**src/rtl/conv_tile_scheduler_if.sv**
```systemverilog
// Scheduler bundle: command, input-memory read, engine and output-memory
// write signals. master = scheduler side, slave = environment side.
interface conv_tile_scheduler_if #(
  parameter int ADDR_W = 9
);
  logic                     cmd_start;
  logic                     cmd_abort;
  logic                     cmd_busy;
  logic                     cmd_done;
  logic                     cmd_err;
  logic                     in_rd_en;
  logic [ADDR_W-1:0]        in_rd_addr;
  logic signed [7:0]        in_rd_data;
  logic [0:5][0:5][7:0]     tile_out;
  logic                     eng_rst_n;
  logic                     conv_start;
  logic                     conv_done;
  logic [0:3][0:3][15:0]    conv_c;
  logic                     out_wr_en;
  logic [ADDR_W-1:0]        out_wr_addr;
  logic signed [15:0]       out_wr_data;

  modport master (
    input  cmd_start, cmd_abort,
    input  in_rd_data, conv_done, conv_c,
    output cmd_busy, cmd_done, cmd_err,
    output in_rd_en, in_rd_addr, tile_out,
    output eng_rst_n, conv_start,
    output out_wr_en, out_wr_addr, out_wr_data
  );

  modport slave (
    output cmd_start, cmd_abort,
    output in_rd_data, conv_done, conv_c,
    input  cmd_busy, cmd_done, cmd_err,
    input  in_rd_en, in_rd_addr, tile_out,
    input  eng_rst_n, conv_start,
    input  out_wr_en, out_wr_addr, out_wr_data
  );
endinterface

```
**src/rtl/conv_tile_scheduler.sv**
```systemverilog
// Walks 4x4 output tiles: reads a 6x6 input window, runs the engine,
// writes 16 results. Ports: clk, rst (async, high), bus (master).
module conv_tile_scheduler #(
  parameter int IMG_W   = 18,
  parameter int IMG_H   = 18,
  parameter int ADDR_W  = 9,
  parameter int TIMEOUT = 1023
) (
  input logic                   clk,
  input logic                   rst,
  conv_tile_scheduler_if.master bus
);
  localparam int OUT_W = IMG_W - 2;
  localparam int OUT_H = IMG_H - 2;
  localparam int NTX   = OUT_W / 4;
  localparam int NTY   = OUT_H / 4;
  localparam int TXW   = $clog2(NTX + 1);
  localparam int TYW   = $clog2(NTY + 1);

  typedef enum logic [2:0] {
    IDLE, ENG_RST, LOAD, WAIT, STORE, NEXT
  } state_t;

  state_t         state;
  logic [TXW-1:0] tx;
  logic [TYW-1:0] ty;
  logic [2:0]     rr, rc;
  logic [2:0]     cr, cc;
  logic [5:0]     lcnt;
  logic [1:0]     sr, sc;
  logic [9:0]     wd;

  logic [2:0] nrr, nrc;
  logic [1:0] nsr, nsc;
  logic       last_tx, last_ty;

  function automatic logic [ADDR_W-1:0] in_addr(
    input int y, input int x, input int r, input int c
  );
    return ADDR_W'((4 * y + r) * IMG_W + 4 * x + c);
  endfunction

  function automatic logic [ADDR_W-1:0] out_addr(
    input int y, input int x, input int r, input int c
  );
    return ADDR_W'((4 * y + r) * OUT_W + 4 * x + c);
  endfunction

  always_comb begin
    nrc     = (rc == 3'd5) ? 3'd0 : rc + 3'd1;
    nrr     = (rc == 3'd5) ? rr + 3'd1 : rr;
    nsc     = sc + 2'd1;
    nsr     = (sc == 2'd3) ? sr + 2'd1 : sr;
    last_tx = (tx == TXW'(NTX - 1));
    last_ty = (ty == TYW'(NTY - 1));
  end

  always_ff @(posedge clk or posedge rst) begin
    if (rst) begin
      state           <= IDLE;
      tx              <= '0;
      ty              <= '0;
      rr              <= '0;
      rc              <= '0;
      cr              <= '0;
      cc              <= '0;
      lcnt            <= '0;
      sr              <= '0;
      sc              <= '0;
      wd              <= '0;
      bus.cmd_busy    <= 1'b0;
      bus.cmd_done    <= 1'b0;
      bus.cmd_err     <= 1'b0;
      bus.in_rd_en    <= 1'b0;
      bus.in_rd_addr  <= '0;
      bus.tile_out    <= '0;
      bus.eng_rst_n   <= 1'b0;
      bus.conv_start  <= 1'b0;
      bus.out_wr_en   <= 1'b0;
      bus.out_wr_addr <= '0;
      bus.out_wr_data <= '0;
    end else if (bus.cmd_abort) begin
      state          <= IDLE;
      bus.cmd_busy   <= 1'b0;
      bus.cmd_done   <= 1'b0;
      bus.in_rd_en   <= 1'b0;
      bus.out_wr_en  <= 1'b0;
      bus.conv_start <= 1'b0;
      bus.eng_rst_n  <= 1'b0;
    end else begin
      bus.cmd_done <= 1'b0;
      unique case (state)
        IDLE: begin
          if (bus.cmd_start) begin
            state        <= ENG_RST;
            bus.cmd_busy <= 1'b1;
            bus.cmd_err  <= 1'b0;
            tx           <= '0;
            ty           <= '0;
          end
        end
        ENG_RST: begin
          state          <= LOAD;
          bus.eng_rst_n  <= 1'b1;
          bus.in_rd_en   <= 1'b1;
          bus.in_rd_addr <= in_addr(int'(ty), int'(tx), 0, 0);
          rr             <= '0;
          rc             <= '0;
          lcnt           <= '0;
        end
        LOAD: begin
          // data for the read issued last cycle lands now
          lcnt <= lcnt + 6'd1;
          cr   <= rr;
          cc   <= rc;
          if (lcnt != 6'd0)
            bus.tile_out[cr][cc] <= bus.in_rd_data;
          if (lcnt < 6'd35) begin
            rr             <= nrr;
            rc             <= nrc;
            bus.in_rd_addr <= in_addr(int'(ty), int'(tx),
                                      int'(nrr), int'(nrc));
          end else begin
            bus.in_rd_en <= 1'b0;
          end
          if (lcnt == 6'd36) begin
            state          <= WAIT;
            bus.conv_start <= 1'b1;
            wd             <= '0;
          end
        end
        WAIT: begin
          if (bus.conv_done) begin
            state           <= STORE;
            bus.conv_start  <= 1'b0;
            bus.out_wr_en   <= 1'b1;
            sr              <= '0;
            sc              <= '0;
            bus.out_wr_addr <= out_addr(int'(ty), int'(tx), 0, 0);
            bus.out_wr_data <= bus.conv_c[0][0];
          end else if (wd == 10'(TIMEOUT - 1)) begin
            state          <= IDLE;
            bus.conv_start <= 1'b0;
            bus.cmd_err    <= 1'b1;
            bus.cmd_done   <= 1'b1;
            bus.cmd_busy   <= 1'b0;
            bus.eng_rst_n  <= 1'b0;
          end else begin
            wd <= wd + 10'd1;
          end
        end
        STORE: begin
          if (sr == 2'd3 && sc == 2'd3) begin
            state         <= NEXT;
            bus.out_wr_en <= 1'b0;
          end else begin
            sr              <= nsr;
            sc              <= nsc;
            bus.out_wr_addr <= out_addr(int'(ty), int'(tx),
                                        int'(nsr), int'(nsc));
            bus.out_wr_data <= bus.conv_c[nsr][nsc];
          end
        end
        NEXT: begin
          bus.eng_rst_n <= 1'b0;
          if (last_tx && last_ty) begin
            state        <= IDLE;
            bus.cmd_done <= 1'b1;
            bus.cmd_busy <= 1'b0;
          end else begin
            state <= ENG_RST;
            if (last_tx) begin
              tx <= '0;
              ty <= ty + TYW'(1);
            end else begin
              tx <= tx + TXW'(1);
            end
          end
        end
        default: state <= IDLE;
      endcase
    end
  end
endmodule

```
**src/flat_wrapper.sv**
```systemverilog
// flat-port wrapper written by rule: the top's interface ports become plain ports
module conv_tile_scheduler_flat 
#(
  parameter int IMG_W   = 18,
  parameter int IMG_H   = 18,
  parameter int ADDR_W  = 9,
  parameter int TIMEOUT = 1023
)
  (clk, rst, bus_cmd_start, bus_cmd_abort, bus_in_rd_data, bus_conv_done, bus_conv_c, bus_cmd_busy, bus_cmd_done, bus_cmd_err, bus_in_rd_en, bus_in_rd_addr, bus_tile_out, bus_eng_rst_n, bus_conv_start, bus_out_wr_en, bus_out_wr_addr, bus_out_wr_data);
  conv_tile_scheduler_if #(.ADDR_W(ADDR_W)) bus_i ();
  input logic clk;
  input logic rst;
  input wire logic [$bits(bus_i.cmd_start)-1:0] bus_cmd_start;
  input wire logic [$bits(bus_i.cmd_abort)-1:0] bus_cmd_abort;
  input wire logic [$bits(bus_i.in_rd_data)-1:0] bus_in_rd_data;
  input wire logic [$bits(bus_i.conv_done)-1:0] bus_conv_done;
  input wire logic [$bits(bus_i.conv_c)-1:0] bus_conv_c;
  output wire logic [$bits(bus_i.cmd_busy)-1:0] bus_cmd_busy;
  output wire logic [$bits(bus_i.cmd_done)-1:0] bus_cmd_done;
  output wire logic [$bits(bus_i.cmd_err)-1:0] bus_cmd_err;
  output wire logic [$bits(bus_i.in_rd_en)-1:0] bus_in_rd_en;
  output wire logic [$bits(bus_i.in_rd_addr)-1:0] bus_in_rd_addr;
  output wire logic [$bits(bus_i.tile_out)-1:0] bus_tile_out;
  output wire logic [$bits(bus_i.eng_rst_n)-1:0] bus_eng_rst_n;
  output wire logic [$bits(bus_i.conv_start)-1:0] bus_conv_start;
  output wire logic [$bits(bus_i.out_wr_en)-1:0] bus_out_wr_en;
  output wire logic [$bits(bus_i.out_wr_addr)-1:0] bus_out_wr_addr;
  output wire logic [$bits(bus_i.out_wr_data)-1:0] bus_out_wr_data;
  assign bus_i.cmd_start = bus_cmd_start;
  assign bus_i.cmd_abort = bus_cmd_abort;
  assign bus_i.in_rd_data = bus_in_rd_data;
  assign bus_i.conv_done = bus_conv_done;
  assign bus_i.conv_c = bus_conv_c;
  assign bus_cmd_busy = bus_i.cmd_busy;
  assign bus_cmd_done = bus_i.cmd_done;
  assign bus_cmd_err = bus_i.cmd_err;
  assign bus_in_rd_en = bus_i.in_rd_en;
  assign bus_in_rd_addr = bus_i.in_rd_addr;
  assign bus_tile_out = bus_i.tile_out;
  assign bus_eng_rst_n = bus_i.eng_rst_n;
  assign bus_conv_start = bus_i.conv_start;
  assign bus_out_wr_en = bus_i.out_wr_en;
  assign bus_out_wr_addr = bus_i.out_wr_addr;
  assign bus_out_wr_data = bus_i.out_wr_data;
  conv_tile_scheduler #(.IMG_W(IMG_W), .IMG_H(IMG_H), .ADDR_W(ADDR_W), .TIMEOUT(TIMEOUT)) u_core (.clk(clk), .rst(rst), .bus(bus_i));
endmodule
```
**config.mk**
```make
export PLATFORM = sky130hd
export DESIGN_NAME = conv_tile_scheduler_flat
export DESIGN_NICKNAME = d
export VERILOG_FILES = /design/src/rtl/conv_tile_scheduler_if.sv /design/src/rtl/conv_tile_scheduler.sv /design/src/flat_wrapper.sv
export SDC_FILE = /design/constraint.sdc
export NUM_CORES = 1
export LEC_CHECK = 0
export ABC_AREA = 1
export CORE_ASPECT_RATIO = 1.2
export CORE_UTILIZATION = 31
export CTS_BUF_LIST = sky130_fd_sc_hd__clkbuf_16
export CTS_CLUSTER_DIAMETER = 120
export DETAILED_ROUTE_END_ITERATION = 16
export GPL_TIMING_DRIVEN = 0
export PLACE_DENSITY = 0.58
export SLEW_MARGIN = 5
export SYNTH_ARGS = -nofsm -noshare
export SYNTH_HDL_FRONTEND = slang
export SYNTH_SLANG_ARGS = --single-unit
```
**constraint.sdc**
```tcl
create_clock -name clk -period 18.85 [get_ports clk]
set_input_delay 3.77 -clock clk [delete_from_list [all_inputs] [get_ports clk]]
set_output_delay 3.77 -clock clk [all_outputs]
set_load 0.05 [all_outputs]
```
; ---- Word-level counts from Yosys, hierarchy flattened
; Index checks and enable logic that the tools add are counted.
[word_totals]
regBits = 370
inputBits = 269
output_inout_bits = 329
wordCells = 228
[classes]
n_addsub = 16
multipliers = 2
magnitude_cmp = 7
n_eq_ne = 31
muxes = 79
bitwise_logic = 5
n_reduce_logical = 31
[op_table]
columns = cell, count
row1 = 288-bit bitwise mux, 1
row2 = 48-bit demux with 3-bit select, 1
row3 = 64-bit binary-select mux with 2-bit select, 1
row4 = 64-bit two-way mux, 2
row5 = 16-bit two-way mux, 4
row6 = 48-bit two-way mux, 1
row7 = 3-bit two-way mux, 15
row8 = 9-bit case mux with 2 select lines, 2
row9 = 16-bit binary-select mux with 2-bit select, 1
row10 = 32-bit by 5-bit multiplier with 8-bit output (second input constant), 1
row11 = 16-bit case mux with 2 select lines, 1
row12 = 10-bit two-way mux, 3
row13 = 9-bit by 6-bit adder with 9-bit output, 3
row14 = 9-bit two-way mux, 3
row15 = 8-bit demux with 3-bit select, 1
row16 = 3-bit case mux with 2 select lines, 4
row17 = 1-bit two-way mux, 22
row18 = 10-bit case mux with 2 select lines, 1
row19 = 5-bit AND reduction, 4
row20 = 3-bit case mux with 6 select lines, 1
row21 = 3-bit AND reduction, 5
row22 = 3-bit by 1-bit adder with 3-bit output (second input constant), 4
row23 = 3-bit by 2-bit equality test with 1-bit output (second input constant), 4
row24 = 2-bit inequality test (second input constant), 6
row25 = 39 further kinds, 80

; ---- Depth between registers and ports, before layout
[depth]
depth_word = 11
depth_mapped = 19
mapped_depth_nobuf = 19

; ---- Worst setup path before layout
; No wires, ideal clock.
[synth_timing]
path_kind = input-to-reg
startpoint = input bus_cmd_abort
endpoint = register u_core.bus.out_wr_data[0]
setup_ns = 0.118
t_arrival_ns = 5.063
required_ns = 18.732
path_slack_ns = 13.669
cell_stages = 9
path_buffers = 2
cell_sequence = buf_2 > clkinv_1 > nand3_1 > nand2_1 > inv_2 > clkbuf_1 > a21oi_1 > nand2_1 > nand2_1
[synth_via]
elab_chain_len = 2
[synth_rtl]
columns = item, line
row1 = "start, declared", flat_wrapper.sv:14  ; input wire logic [$bits(bus_i.cmd_abort)-1:0] bus_cmd_abort;
row2 = 1-bit inverter (no line), --
row3 = 4-bit AND reduction (no line), --
row4 = "end signal, assigned", conv_tile_scheduler.sv:140  ; bus.out_wr_data <= bus.conv_c[0][0];
row5 = "end signal, assigned", conv_tile_scheduler.sv:161  ; bus.out_wr_data <= bus.conv_c[nsr][nsc];
row6 = "end, declared", conv_tile_scheduler_if.sv:29  ; output out_wr_en, out_wr_addr, out_wr_data
; No other way between the ends.
; A chain may end at the register's enable or synchronous reset.

; ---- Final worst setup path
[layout_timing]
startpoint = register u_core.bus.in_rd_addr[0]
endpoint = output bus_in_rd_addr[0]
[layout_rtl]
columns = item, line
row1 = "start, declared", conv_tile_scheduler_if.sv:27  ; output in_rd_en, in_rd_addr, tile_out,
row2 = "start signal, assigned", conv_tile_scheduler.sv:106  ; bus.in_rd_addr <= in_addr(int'(ty), int'(tx), 0, 0);
row3 = "start signal, assigned", conv_tile_scheduler.sv:121  ; bus.in_rd_addr <= in_addr(int'(ty), int'(tx),
row4 = "end, declared", flat_wrapper.sv:22  ; output wire logic [$bits(bus_i.in_rd_addr)-1:0] bus_in_rd_addr;
; No word-level cell between the ends.

==> qor.yml <==
floorplan:
  rows: 96
  die_x_um: 223
  core_um2: 57700
  io_pins: 598
  die_area_um2: 59700
  die_h_um: 268
  floorplan.initialDensity_pct: 31.6
power_and_ir_drop:
  irDropWorstVdd_uv: 61.6
  power-per-cell-area_nw_per_um2: 125
  leakage_nw: 12.4
clock_network:
  root_buffer: "clkbuf_16"
  cts_buffers: 40
  postCtsSetupBuffers: 0
  clkTransAtPathRegs_ns: 0.05
  tritoncts: "built"
  h-tree-depth: 2
  postCtsHoldBufs: 0
  insertion_delay_ns: 0.55
  cts_resized: 0
  cts_buffer_depth: 3
  numClockSinks: 367
yosys:
  synth_top_area_cell: "dfrtp_1"
  ys_types: 37
  synth_area_leaders: "dfrtp_1 50%, nand2_1 13%, nand3_1 9.3%, o21ai_0 9.3%, inv_1 6.4%"
  synthTopCellsByCount: "643 x nand2_1, 367 x dfrtp_1, 340 x nand3_1"
  ys_seq_area_share_pct: 50.4
  netlist_area_um2: 18200
  synth_area_per_cell_um2: 7.82
  synth_cells: 2329
  async_reset_ff_share_pct: 100
  ys.warnings.count: 0
  ys_ff_latch: 367
  netlist.area_leader.share_pct: 50.4
  synth-edff-count: 0
  synthFlopType: "dfrtp_1"
  synth_nets: 2631
  yosysMostFrequentCell: "nand2_1"
global_routing:
  grt_pass1_vias: 18573
  grt_max_degree: 132
  antenna_found_initial: 4
  grt-ovfl-total: 0
  track_usage_pct: 26.2
  grt_pass1_wl_um: 118000
run_status:
  status: "complete, no violations"
sta:
  rsz0062_at_grt: "no"
  max_slew_margin_pct: 14.8
  tightest_slew_ns: 1.27
  fmax_mhz: 173
  drv_slew: 0
  fin_skew_ns: 0.0189
  fin_crit_sh_pct: 30.7
  hold_viol: 0
  setup_violations: 0
  min_period_ns: 5.79
  setup_tns_ns: 0
critical_path:
  critPathKind: "reg -> out"
  cp-startpoint: "u_core.bus.in_rd_addr[0]"
  required_ns: 15.08
  r2r_end: "u_core.bus.in_rd_addr[8]"
  cp-start-kind: "flip-flop"
  arrival_ns: 2.02
  regToRegSetupSlack_ns: 15.30
  end_kind: "primary output"
  rr_startpoint: "u_core.bus.in_rd_addr[0]"
  crit_end: "bus_in_rd_addr[0]"
  cp_max_fo: 8
  r2r.worst_path.cells: 16
hold_path:
  hold_class: "reg -> reg"
  hold_depth: 2
final_layout:
  stdcell_area_um2: 26400
  final.fill_count: 5741
  synthToLayoutAreaGrowth_pct: 45.0
  nNetsFinal: 3273
  drive_gt1_share_pct: 3.90
routing:
  avgViaCountPerCell: 4.96
  drc: 0
  vias: 18548
  drt.antenna.violating_nets: 0
  avgRoutedWirePerCell_um: 21.2
  routed_wl_um: 79400
  drt_first_iter_violations: 1342
  first_pass_iters: 7
place:
  io_buffers: 596
  post-dp-hpwl_um: 63800
  globalplace.congestion: 0.963
  place_area_um2: 25200
run:
  timing.max_cap.violations: 0
sequential cells by signal, indices dropped and copies added, names as in the netlist, 6 cells and up:
register / cells
u_core.bus.in_rd_addr: 9
u_core.bus.out_wr_addr: 8
u_core.bus.out_wr_data: 16
u_core.bus.tile_out: 288
u_core.lcnt: 6
u_core.wd: 10
cells by family (layout without fill, tap and decap cells):
family | count (synthesis) | after routing | synth area share, %
other cells | 0 | 4 | 0
xor+xnor | 16 | 16 | 0.769
fa+ha+maj | 33 | 33 | 2.43
flops | 367 | 367 | 50.4
simple gates | 1072 | 1072 | 25.8
buf+inv | 451 | 1121 | 9.58
mux | 1 | 1 | 0.0550
compound gates | 389 | 389 | 11.0
routing by layer:
| metal | track usage, % | part of all wire (%) |
|---|---|---|
| met3 | 5.34 | 6.7 |
| met2 | 47.7 | 51 |
| met1 | 29.5 | 38 |
| met4 | 11.4 | 4.5 |
| met5 | 0 | 0 |
metrics by stage:
step	hold WS (ns)	setup slack (ns)	utilization (%)	cells	power, mW
global placement	0.465	0.575	43.5	3660	2.58
floorplan	0.452	4.89	-	2329	1.94
detailed placement	0.465	13.00	43.7	3664	2.59
finish	0.481	13.06	45.8	3738	3.31
CTS	0.481	13.04	45.8	3734	3.32
global route	0.499	13.01	45.8	3738	3.47
worst max-delay path, stage by stage, from the launching register on:
cell and delay, ns:
dfrtp_1 0.47, buf_4 0.16, clkdlybuf4s50_1 0.85
power breakdown:
group	internal, mW	switching, mW	leakage [nW]	total, mW
clock	0.400	0.324	0.616	0.724
combinational	0.465	1.11	6.72	1.58
sequential	0.916	0.0909	5.04	1.01
total	1.78	1.53	12.4	3.31
how the worst min path moves through the flow:
stage	from	endpoint	slack [ns]
finish	u_core.bus.out_wr_data[6]	u_core.bus.out_wr_data[6]	0.48
detailed placement	u_core.bus.out_wr_data[15]	u_core.bus.out_wr_data[15]	0.47
CTS	u_core.bus.out_wr_data[6]	u_core.bus.out_wr_data[6]	0.48
global placement	u_core.bus.tile_out[125]	u_core.bus.tile_out[125]	0.46
global route	u_core.bus.tile_out[245]	u_core.bus.tile_out[245]	0.50
floorplan	u_core.wd[7]	u_core.wd[7]	0.45
layout make-up:
type | count | area [µm²] | area share (%)
inverter | 315 | 1190 | 4.51
antenna | 4 | 10.0 | 0.0379
multi-input combinational | 1511 | 7300 | 27.7
clock inverter | 30 | 175 | 0.663
clock buffer | 40 | 1000 | 3.79
timing repair buffer | 600 | 6060 | 23.0
buffer | 136 | 563 | 2.13
sequential | 367 | 9180 | 34.8
tap | 735 | 920 | 3.48
placed cells by master, fill, tap and decap left out, drive strengths merged, types with 15 or more instances in the layout:
cell type / netlist / layout
a21oi: 27 / 27
buf: 66 / 70
clkbuf: 70 / 110
clkdlybuf4s50: 0 / 596
clkinv: 2 / 18
dfrtp: 367 / 367
ha: 29 / 29
inv: 313 / 325
nand2: 644 / 644
nand3: 340 / 340
nand3b: 17 / 17
nand4: 15 / 15
nor2: 36 / 36
o21ai: 339 / 339
Note: power is estimated with default switching activity, not from simulation.
